File: src/rtl/alien_laser_ctrl_pkg.sv
// Shared game constants and helpers for the alien laser controller.
// Covers screen geometry, laser/alien sizes, parking position, colour and slot state.
package alien_laser_ctrl_pkg;

    localparam int NUM_ALIEN_LASERS = 3;

    localparam logic [9:0] SCREEN_LEFT   = 10'd0;
    localparam logic [9:0] SCREEN_RIGHT  = 10'd639;
    localparam logic [9:0] SCREEN_TOP    = 10'd0;
    localparam logic [9:0] SCREEN_BOTTOM = 10'd479;

    localparam logic [9:0] LASER_HALF_H = 10'd5;
    localparam logic [9:0] LASER_HALF_W = 10'd1;
    localparam logic [9:0] ALIEN_HALF_H = 10'd8;

    // Parked lasers sit off-screen so they can never overlap the ship hit window.
    localparam logic [9:0] PARK_X = 10'd1000;
    localparam logic [9:0] PARK_Y = 10'd0;

    localparam logic [7:0] COLOR_ALIEN_LASER = 8'b00111111;
    localparam logic [7:0] COLOR_NONE        = 8'h00;

    typedef enum logic {
        IDLE   = 1'b0,
        ACTIVE = 1'b1
    } slot_state_e;

    function automatic logic [9:0] abs_diff(input logic [9:0] a, input logic [9:0] b);
        return (a >= b) ? (a - b) : (b - a);
    endfunction

    function automatic logic [9:0] pick10(input logic [29:0] bus, input logic [1:0] idx);
        case (idx)
            2'd0:    pick10 = bus[9:0];
            2'd1:    pick10 = bus[19:10];
            2'd2:    pick10 = bus[29:20];
            default: pick10 = bus[9:0];
        endcase
    endfunction

endpackage

File: src/rtl/alien_laser_ctrl_lfsr8.sv
// 8-bit Fibonacci LFSR (x^8+x^6+x^5+x^4+1) that advances only when stepped.
// Loads the seed on reset; holds its value otherwise.
module lfsr8 (
    input  logic       clk,
    input  logic       rst_n,
    input  logic       i_step,
    input  logic [7:0] i_seed,
    output logic [7:0] o_value
);

    logic [7:0] r_lfsr;
    logic       w_fb;

    assign w_fb = r_lfsr[7] ^ r_lfsr[5] ^ r_lfsr[4] ^ r_lfsr[3];

    // Shift register: reseed on reset, shift in feedback on step.
    always_ff @(posedge clk) begin
        if (!rst_n) begin
            r_lfsr <= i_seed;
        end else if (i_step) begin
            r_lfsr <= {r_lfsr[6:0], w_fb};
        end else begin
            r_lfsr <= r_lfsr;
        end
    end

    assign o_value = r_lfsr;

endmodule

File: src/rtl/alien_laser_ctrl.sv
// Alien laser controller: fires up to three lasers from live aliens and animates them per frame.
// Optional ALIEN_LASER_AIM_EN picks the alien closest in x to the ship instead of the LFSR choice.
module alien_laser_ctrl
    import alien_laser_ctrl_pkg::*;
#(
    parameter int         FIRE_PERIOD  = 60,
    parameter int         LASER_SPEED  = 2,
    parameter logic [7:0] LFSR_SEED    = 8'hA5,
    parameter int         BOTTOM_LIMIT = 470
) (
    input  logic        clk,
    input  logic        rst_n,
    input  logic        mode,
    input  logic [9:0]  xCoord,
    input  logic [9:0]  yCoord,
    input  logic [29:0] alien_xCoord,
    input  logic [29:0] alien_yCoord,
    input  logic [2:0]  alien_alive,
    input  logic [2:0]  barr_alien_laser_hit,
    input  logic [9:0]  spaceship_xCoord,
    output logic [29:0] alien_laser_xCoord,
    output logic [29:0] alien_laser_yCoord,
    output logic [7:0]  rgb,
    output logic        is_alien_laser
);

    localparam logic [15:0] FIRE_LAST = 16'(FIRE_PERIOD - 1);
    localparam logic [9:0]  SPEED     = 10'(LASER_SPEED);
    localparam logic [9:0]  BOTTOM_Y  = 10'(BOTTOM_LIMIT);

    slot_state_e r_state     [NUM_ALIEN_LASERS];
    logic [9:0]  r_x         [NUM_ALIEN_LASERS];
    logic [9:0]  r_y         [NUM_ALIEN_LASERS];
    slot_state_e w_state_nxt [NUM_ALIEN_LASERS];
    logic [9:0]  w_x_nxt     [NUM_ALIEN_LASERS];
    logic [9:0]  w_y_nxt     [NUM_ALIEN_LASERS];

    logic [15:0] r_cnt;
    logic [15:0] w_cnt_nxt;
    logic        w_tick;
    logic        w_fire;
    logic [7:0]  w_lfsr;
    logic [1:0]  w_shooter;
    logic        w_shooter_ok;
    logic        w_has_idle;
    logic [1:0]  w_tgt;
    logic        w_spawn;
    logic [9:0]  w_spawn_x;
    logic [9:0]  w_spawn_y;
    logic        w_px_hit;
    logic        w_unused;

    assign w_tick = (xCoord == 10'd0) && (yCoord == 10'd0);

    lfsr8 u_lfsr (
        .clk     (clk),
        .rst_n   (rst_n),
        .i_step  (mode & w_tick),
        .i_seed  (LFSR_SEED),
        .o_value (w_lfsr)
    );

    assign w_unused = ^{spaceship_xCoord, w_lfsr};

    // Frame counter: a fire attempt happens on the tick where the counter wraps.
    always_comb begin
        w_cnt_nxt = r_cnt;
        w_fire    = 1'b0;
        if (!mode) begin
            w_cnt_nxt = 16'd0;
        end else if (w_tick) begin
            if (r_cnt == FIRE_LAST) begin
                w_cnt_nxt = 16'd0;
                w_fire    = 1'b1;
            end else begin
                w_cnt_nxt = r_cnt + 16'd1;
            end
        end else begin
            w_cnt_nxt = r_cnt;
        end
    end

`ifdef ALIEN_LASER_AIM_EN
    logic [9:0] w_best;

    // Shooter is the live alien nearest the ship in x; strict compare keeps the lowest index on ties.
    always_comb begin
        w_shooter    = 2'd0;
        w_shooter_ok = 1'b0;
        w_best       = 10'h3FF;
        for (int i = 0; i < NUM_ALIEN_LASERS; i++) begin
            if (alien_alive[i] &&
                (!w_shooter_ok || (abs_diff(pick10(alien_xCoord, 2'(i)), spaceship_xCoord) < w_best))) begin
                w_shooter    = 2'(i);
                w_shooter_ok = 1'b1;
                w_best       = abs_diff(pick10(alien_xCoord, 2'(i)), spaceship_xCoord);
            end else begin
                w_best = w_best;
            end
        end
    end
`else
    // Shooter comes from the low LFSR bits, folding the unused code 3 onto alien 0.
    always_comb begin
        w_shooter    = (w_lfsr[1:0] == 2'd3) ? 2'd0 : w_lfsr[1:0];
        w_shooter_ok = alien_alive[w_shooter];
    end
`endif

    // Target is the lowest-index IDLE slot as seen before this edge.
    always_comb begin
        w_has_idle = 1'b0;
        w_tgt      = 2'd0;
        for (int i = NUM_ALIEN_LASERS - 1; i >= 0; i--) begin
            if (r_state[i] == IDLE) begin
                w_has_idle = 1'b1;
                w_tgt      = 2'(i);
            end else begin
                w_tgt = w_tgt;
            end
        end
    end

    assign w_spawn   = w_fire && w_has_idle && w_shooter_ok;
    assign w_spawn_x = pick10(alien_xCoord, w_shooter);
    assign w_spawn_y = pick10(alien_yCoord, w_shooter) + ALIEN_HALF_H + LASER_HALF_H;

    // Per-slot next state: mode drop parks all, barrier hit beats motion, spawns fill IDLE slots.
    always_comb begin
        for (int i = 0; i < NUM_ALIEN_LASERS; i++) begin
            w_state_nxt[i] = r_state[i];
            w_x_nxt[i]     = r_x[i];
            w_y_nxt[i]     = r_y[i];
            if (!mode) begin
                w_state_nxt[i] = IDLE;
                w_x_nxt[i]     = PARK_X;
                w_y_nxt[i]     = PARK_Y;
            end else begin
                case (r_state[i])
                    ACTIVE: begin
                        if (barr_alien_laser_hit[i]) begin
                            w_state_nxt[i] = IDLE;
                            w_x_nxt[i]     = PARK_X;
                            w_y_nxt[i]     = PARK_Y;
                        end else if (w_tick) begin
                            if ((r_y[i] + SPEED) >= BOTTOM_Y) begin
                                w_state_nxt[i] = IDLE;
                                w_x_nxt[i]     = PARK_X;
                                w_y_nxt[i]     = PARK_Y;
                            end else begin
                                w_y_nxt[i] = r_y[i] + SPEED;
                            end
                        end else begin
                            w_y_nxt[i] = r_y[i];
                        end
                    end
                    IDLE: begin
                        if (w_spawn && (w_tgt == 2'(i))) begin
                            w_state_nxt[i] = ACTIVE;
                            w_x_nxt[i]     = w_spawn_x;
                            w_y_nxt[i]     = w_spawn_y;
                        end else begin
                            w_state_nxt[i] = IDLE;
                        end
                    end
                    default: begin
                        w_state_nxt[i] = IDLE;
                        w_x_nxt[i]     = PARK_X;
                        w_y_nxt[i]     = PARK_Y;
                    end
                endcase
            end
        end
    end

    // Slot and counter registers.
    always_ff @(posedge clk) begin
        if (!rst_n) begin
            r_cnt <= 16'd0;
            for (int i = 0; i < NUM_ALIEN_LASERS; i++) begin
                r_state[i] <= IDLE;
                r_x[i]     <= PARK_X;
                r_y[i]     <= PARK_Y;
            end
        end else begin
            r_cnt <= w_cnt_nxt;
            for (int i = 0; i < NUM_ALIEN_LASERS; i++) begin
                r_state[i] <= w_state_nxt[i];
                r_x[i]     <= w_x_nxt[i];
                r_y[i]     <= w_y_nxt[i];
            end
        end
    end

    // Pixel hit test uses absolute differences so no side can underflow.
    always_comb begin
        w_px_hit = 1'b0;
        for (int i = 0; i < NUM_ALIEN_LASERS; i++) begin
            if ((r_state[i] == ACTIVE) &&
                (abs_diff(yCoord, r_y[i]) <= LASER_HALF_H) &&
                (abs_diff(xCoord, r_x[i]) <= LASER_HALF_W)) begin
                w_px_hit = 1'b1;
            end else begin
                w_px_hit = w_px_hit;
            end
        end
    end

    assign is_alien_laser     = w_px_hit;
    assign rgb                = w_px_hit ? COLOR_ALIEN_LASER : COLOR_NONE;
    assign alien_laser_xCoord = {r_x[2], r_x[1], r_x[0]};
    assign alien_laser_yCoord = {r_y[2], r_y[1], r_y[0]};

endmodule

File: config.mk
export PLATFORM = sky130hd
export DESIGN_NAME = alien_laser_ctrl
export DESIGN_NICKNAME = d
export VERILOG_FILES = /design/src/rtl/alien_laser_ctrl_pkg.sv /design/src/rtl/alien_laser_ctrl_lfsr8.sv /design/src/rtl/alien_laser_ctrl.sv
export SDC_FILE = /design/constraint.sdc
export NUM_CORES = 1
export LEC_CHECK = 0
export CAP_MARGIN = 0
export CORE_ASPECT_RATIO = 1.75
export CORE_UTILIZATION = 60
export CTS_BUF_LIST = sky130_fd_sc_hd__clkbuf_8 sky130_fd_sc_hd__clkbuf_16
export DETAILED_ROUTE_END_ITERATION = 8
export GPL_TIMING_DRIVEN = 0
export PLACE_DENSITY = 0.85
export SLEW_MARGIN = 10
export SYNTH_ARGS = -nofsm -noshare
export SYNTH_HDL_FRONTEND = slang
export SYNTH_SLANG_ARGS = --single-unit
File: constraint.sdc
create_clock -name clk -period 10.55 [get_ports clk]
set_input_delay 1.055 -clock clk [delete_from_list [all_inputs] [get_ports clk]]
set_output_delay 1.055 -clock clk [all_outputs]
set_load 0.01 [all_outputs]
==> impl_metrics.tcl <==
set metrics [dict create \
    peakVddDrop_v 0.0001338 \
    maxSlewHeadroom_pct 28.13 \
    async_flop_share_pct 0 \
    clk_latency_ns 0.35 \
    cts_inserted_buffers 9 \
    overflow 0 \
    die_w_um 101.8 \
    drive_gt1_share_pct 4.185 \
    synthAdderAreaFrac_pct 16.88 \
    hp-class "reg2reg" \
    cpMaxStageDelayCell "clkdlybuf4s50_1" \
    cp.buffers_inverters 4 \
    syn_area_per_cell_um2 7.315 \
    fin_ws_ns 3.037 \
    cap_violations 0 \
    nets 1830 \
    start_util_pct 61.48 \
    cp_slowest_stage_delay_ns 0.76 \
    rsz0062_at_grt "no" \
    die_h_um 176.7 \
    ys_ff_latch 87 \
    port_buffers 154 \
    synth_cells 1431 \
    clkSinkCount 87 \
    ys_seq_area_share_pct 16.64 \
    synth_warnings 0 \
    rows 63 \
    post_dp_cell_area_um2 12300 \
    ys.flop_type "dfxtp_1" \
    fmax_ghz 0.1331 \
    synth.largest_area_cell "dfxtp_1" \
    drc_errors 0 \
    p_leak_nw 5.172 \
    grt_pass1_wl_mm 58.79 \
    synth_top_family_by_area "compound AO/OA/AOI/OAI gates" \
    area_delta_synth_final_pct 20.23 \
    cp.depth 14 \
    synth_compound_area_share_pct 27.21 \
    synth.distinct_cells 81 \
    gp_congestion 0.9899 \
    ff2ff_setup_slack_ns 6.84 \
    drtAntennaViolNets 0 \
    reg2reg_from "u_lfsr.o_value[0]$_SDFFE_PN1P_" \
    drt_iter0_drc 888 \
    cts_setup_buffers 0 \
    wl_per_cell_um 21.26 \
    viasPerCell 6.439 \
    end_kind "primary output" \
    core-area_um2 17030 \
    hold_start "u_lfsr.o_value[6]$_SDFFE_PN0P_" \
    dpl.hpwl_mm 30.91 \
    synth_xor_area_share_pct 6.694 \
    h-tree-depth 3 \
    synth-simple-area-share_pct 22.28 \
    routed_wl_mm 38.87 \
    power_per_cell_area_nw_per_um2 70.01 \
    post_cts_resized 0 \
    start_kind "primary input" \
    status "completed" \
    tns_ns 0 \
    synthTopCellsByArea "dfxtp_1 17%, ha_1 15%, a21oi_1 5.5%" \
    grt_max_degree 15 \
    diodes 0 \
    final-max-slew-violation-count 0 \
    dr.pass1.iters 7 \
    hold_end "u_lfsr.o_value[6]$_SDFFE_PN0P_" \
    finalCriticalPeriod_ns 7.513 \
    whs_path_depth 2 \
    clockBufferDepth 2 \
    required_ns 9.50 \
    cpMostUsedCell "clkdlybuf4s50_1" \
    r2r_cells 13 \
    worst_pin_slew_ns 1.068 \
    crit_fanout 7 \
    clk_pin_slew_ns 0.06 \
    synth_top_area_share_pct 16.64 \
    finalCritPeriodShare_pct 71.21 \
    regToRegEndpoint "r_y[0][18]$_SDFFE_PN0P_" \
    first_global_vias 11350 \
    cp_top_family "compound AO/OA/AOI/OAI gates" \
    dp_slack_ns 3.307 \
    arrival_ns 6.46 \
    ioPinCount 168 \
    cts_tree "done" \
    die_area_um2 18000 \
    hold_viol 0 \
    crit_type "in2out" \
    fillers 1423 \
    finalInstanceArea_um2 12580 \
    postCtsHoldBufs 0 \
    vias 11770 \
    skew_ns 0.01050 \
    finalSetupViolCount 0 \
    clockRootBuffer "clkbuf_16" \
    antenna_found_initial 0 \
    grt_use_total_pct 43.32 \
    synth.area.mux_share_pct 2.199 \
    cp_cell_sequence "clkdlybuf4s50_1 > inv_1 > ha_1 > a21oi_1 > o21ai_0 > o211ai_1 > nand2_1 > a221oi_1 > xor2_1 > o2111ai_1 > a2111oi_0 > a211o_1 > buf_4 > clkdlybuf4s50_1" \
    synthesis.area_um2 10470 \
    synth-edff-count 0 \
]
placed cells by master (no fill, tap or decap), types with 14 or more instances in the layout:
cell type / count
clkdlybuf4s50_1: 154
nor2_1: 138
ha_1: 122
a21oi_1: 116
inv_1: 115
nand2_1: 101
dfxtp_1: 87
o21ai_0: 85
nor3_1: 56
clkbuf_1: 49
nand3_1: 48
xnor2_1: 44
xor2_1: 36
a22oi_1: 31
mux2i_1: 23
buf_2: 21
a21o_1: 20
nand4_1: 17
o211ai_1: 17
nand2b_1: 17
o22ai_1: 16
nor2b_1: 15
a211oi_1: 15
and3_1: 14
metrics by stage:
step	utilization, %	cells	hold WS, ns	power [mW]
detailed placement	72.22	1813	0.4747	0.5616
floorplan	-	1432	0.4404	0.4753
global route	73.91	1828	0.5020	0.9128
finish	73.91	1828	0.4814	0.8811
global placement	72.22	1813	0.4547	0.5584
CTS	73.91	1828	0.4831	0.8716
logic make-up after synthesis:
family | count (synthesis)
compound gates | 430
xor+xnor | 80
fa+ha+maj | 134
buf+inv | 199
flops | 87
mux | 23
other cells | 1
simple gates | 477
how the worst max path moves through the flow:
stage / start / endpoint
after floorplan: xCoord[0] / rgb[0]
after global placement: xCoord[5] / rgb[1]
after detailed placement: xCoord[5] / rgb[1]
after CTS: xCoord[5] / rgb[1]
after global routing: xCoord[5] / rgb[2]
final: xCoord[5] / rgb[1]
cell type report:
class,instances,area [um2],share of cell area [%]
Clock buffer,9,225.2,1.790
Tap cell,227,284.0,2.257
Timing Repair Buffer,154,1541,12.25
Multi-Input combinational cell,1146,7885,62.66
Inverter,114,427.9,3.400
Clock inverter,6,62.56,0.4971
Buffer,85,416.7,3.311
Sequential cell,87,1742,13.84
worst min-delay path, delay by kind of cell (launching register included):
kind | cells | cell delay [ns]
DFF | 1 | 0.31
and+or+nand+nor | 1 | 0.05
AOI/OAI and AO/OA | 1 | 0.07
layer usage:
layer | vias to the layer above | part of all wire, % | routed length (um) | global-route usage (%)
met3 | 285 | 8.1 | 3158 | 11.18
met1 | 5322 | 32 | 12470 | 41.14
met5 | - | 0 | 0 | 0
li1 | 5511 | - | - | -
met2 | 652 | 48 | 18670 | 72.58
met4 | 0 | 12 | 4565 | 43.87
power breakdown:
group	switching (mW)	leakage, nW	internal, mW
clock	0.136	0.139	0.182
combinational	0.136	4.33	0.0992
sequential	0.0000000259	0.701	0.328
total	0.272	5.17	0.609
sequential cells by signal (all words and copies together) (netlist names):
register and cells:
r_x 30, u_lfsr.o_value 8, r_state 3, r_y 30, r_cnt 16
Yosys cell counts, types with 20 or more instances:
| cell | number |
|---|---|
| clkbuf_1 | 49 |
| mux2i_1 | 23 |
| buf_2 | 21 |
| nand3_1 | 48 |
| xor2_1 | 36 |
| ha_1 | 122 |
| a21o_1 | 20 |
| dfxtp_1 | 87 |
| a22oi_1 | 31 |
| nor2_1 | 138 |
| xnor2_1 | 44 |
| inv_1 | 114 |
| nand2_1 | 101 |
| nor3_1 | 56 |
| a21oi_1 | 116 |
| o21ai_0 | 85 |
Power figures use the tool's default switching activity.
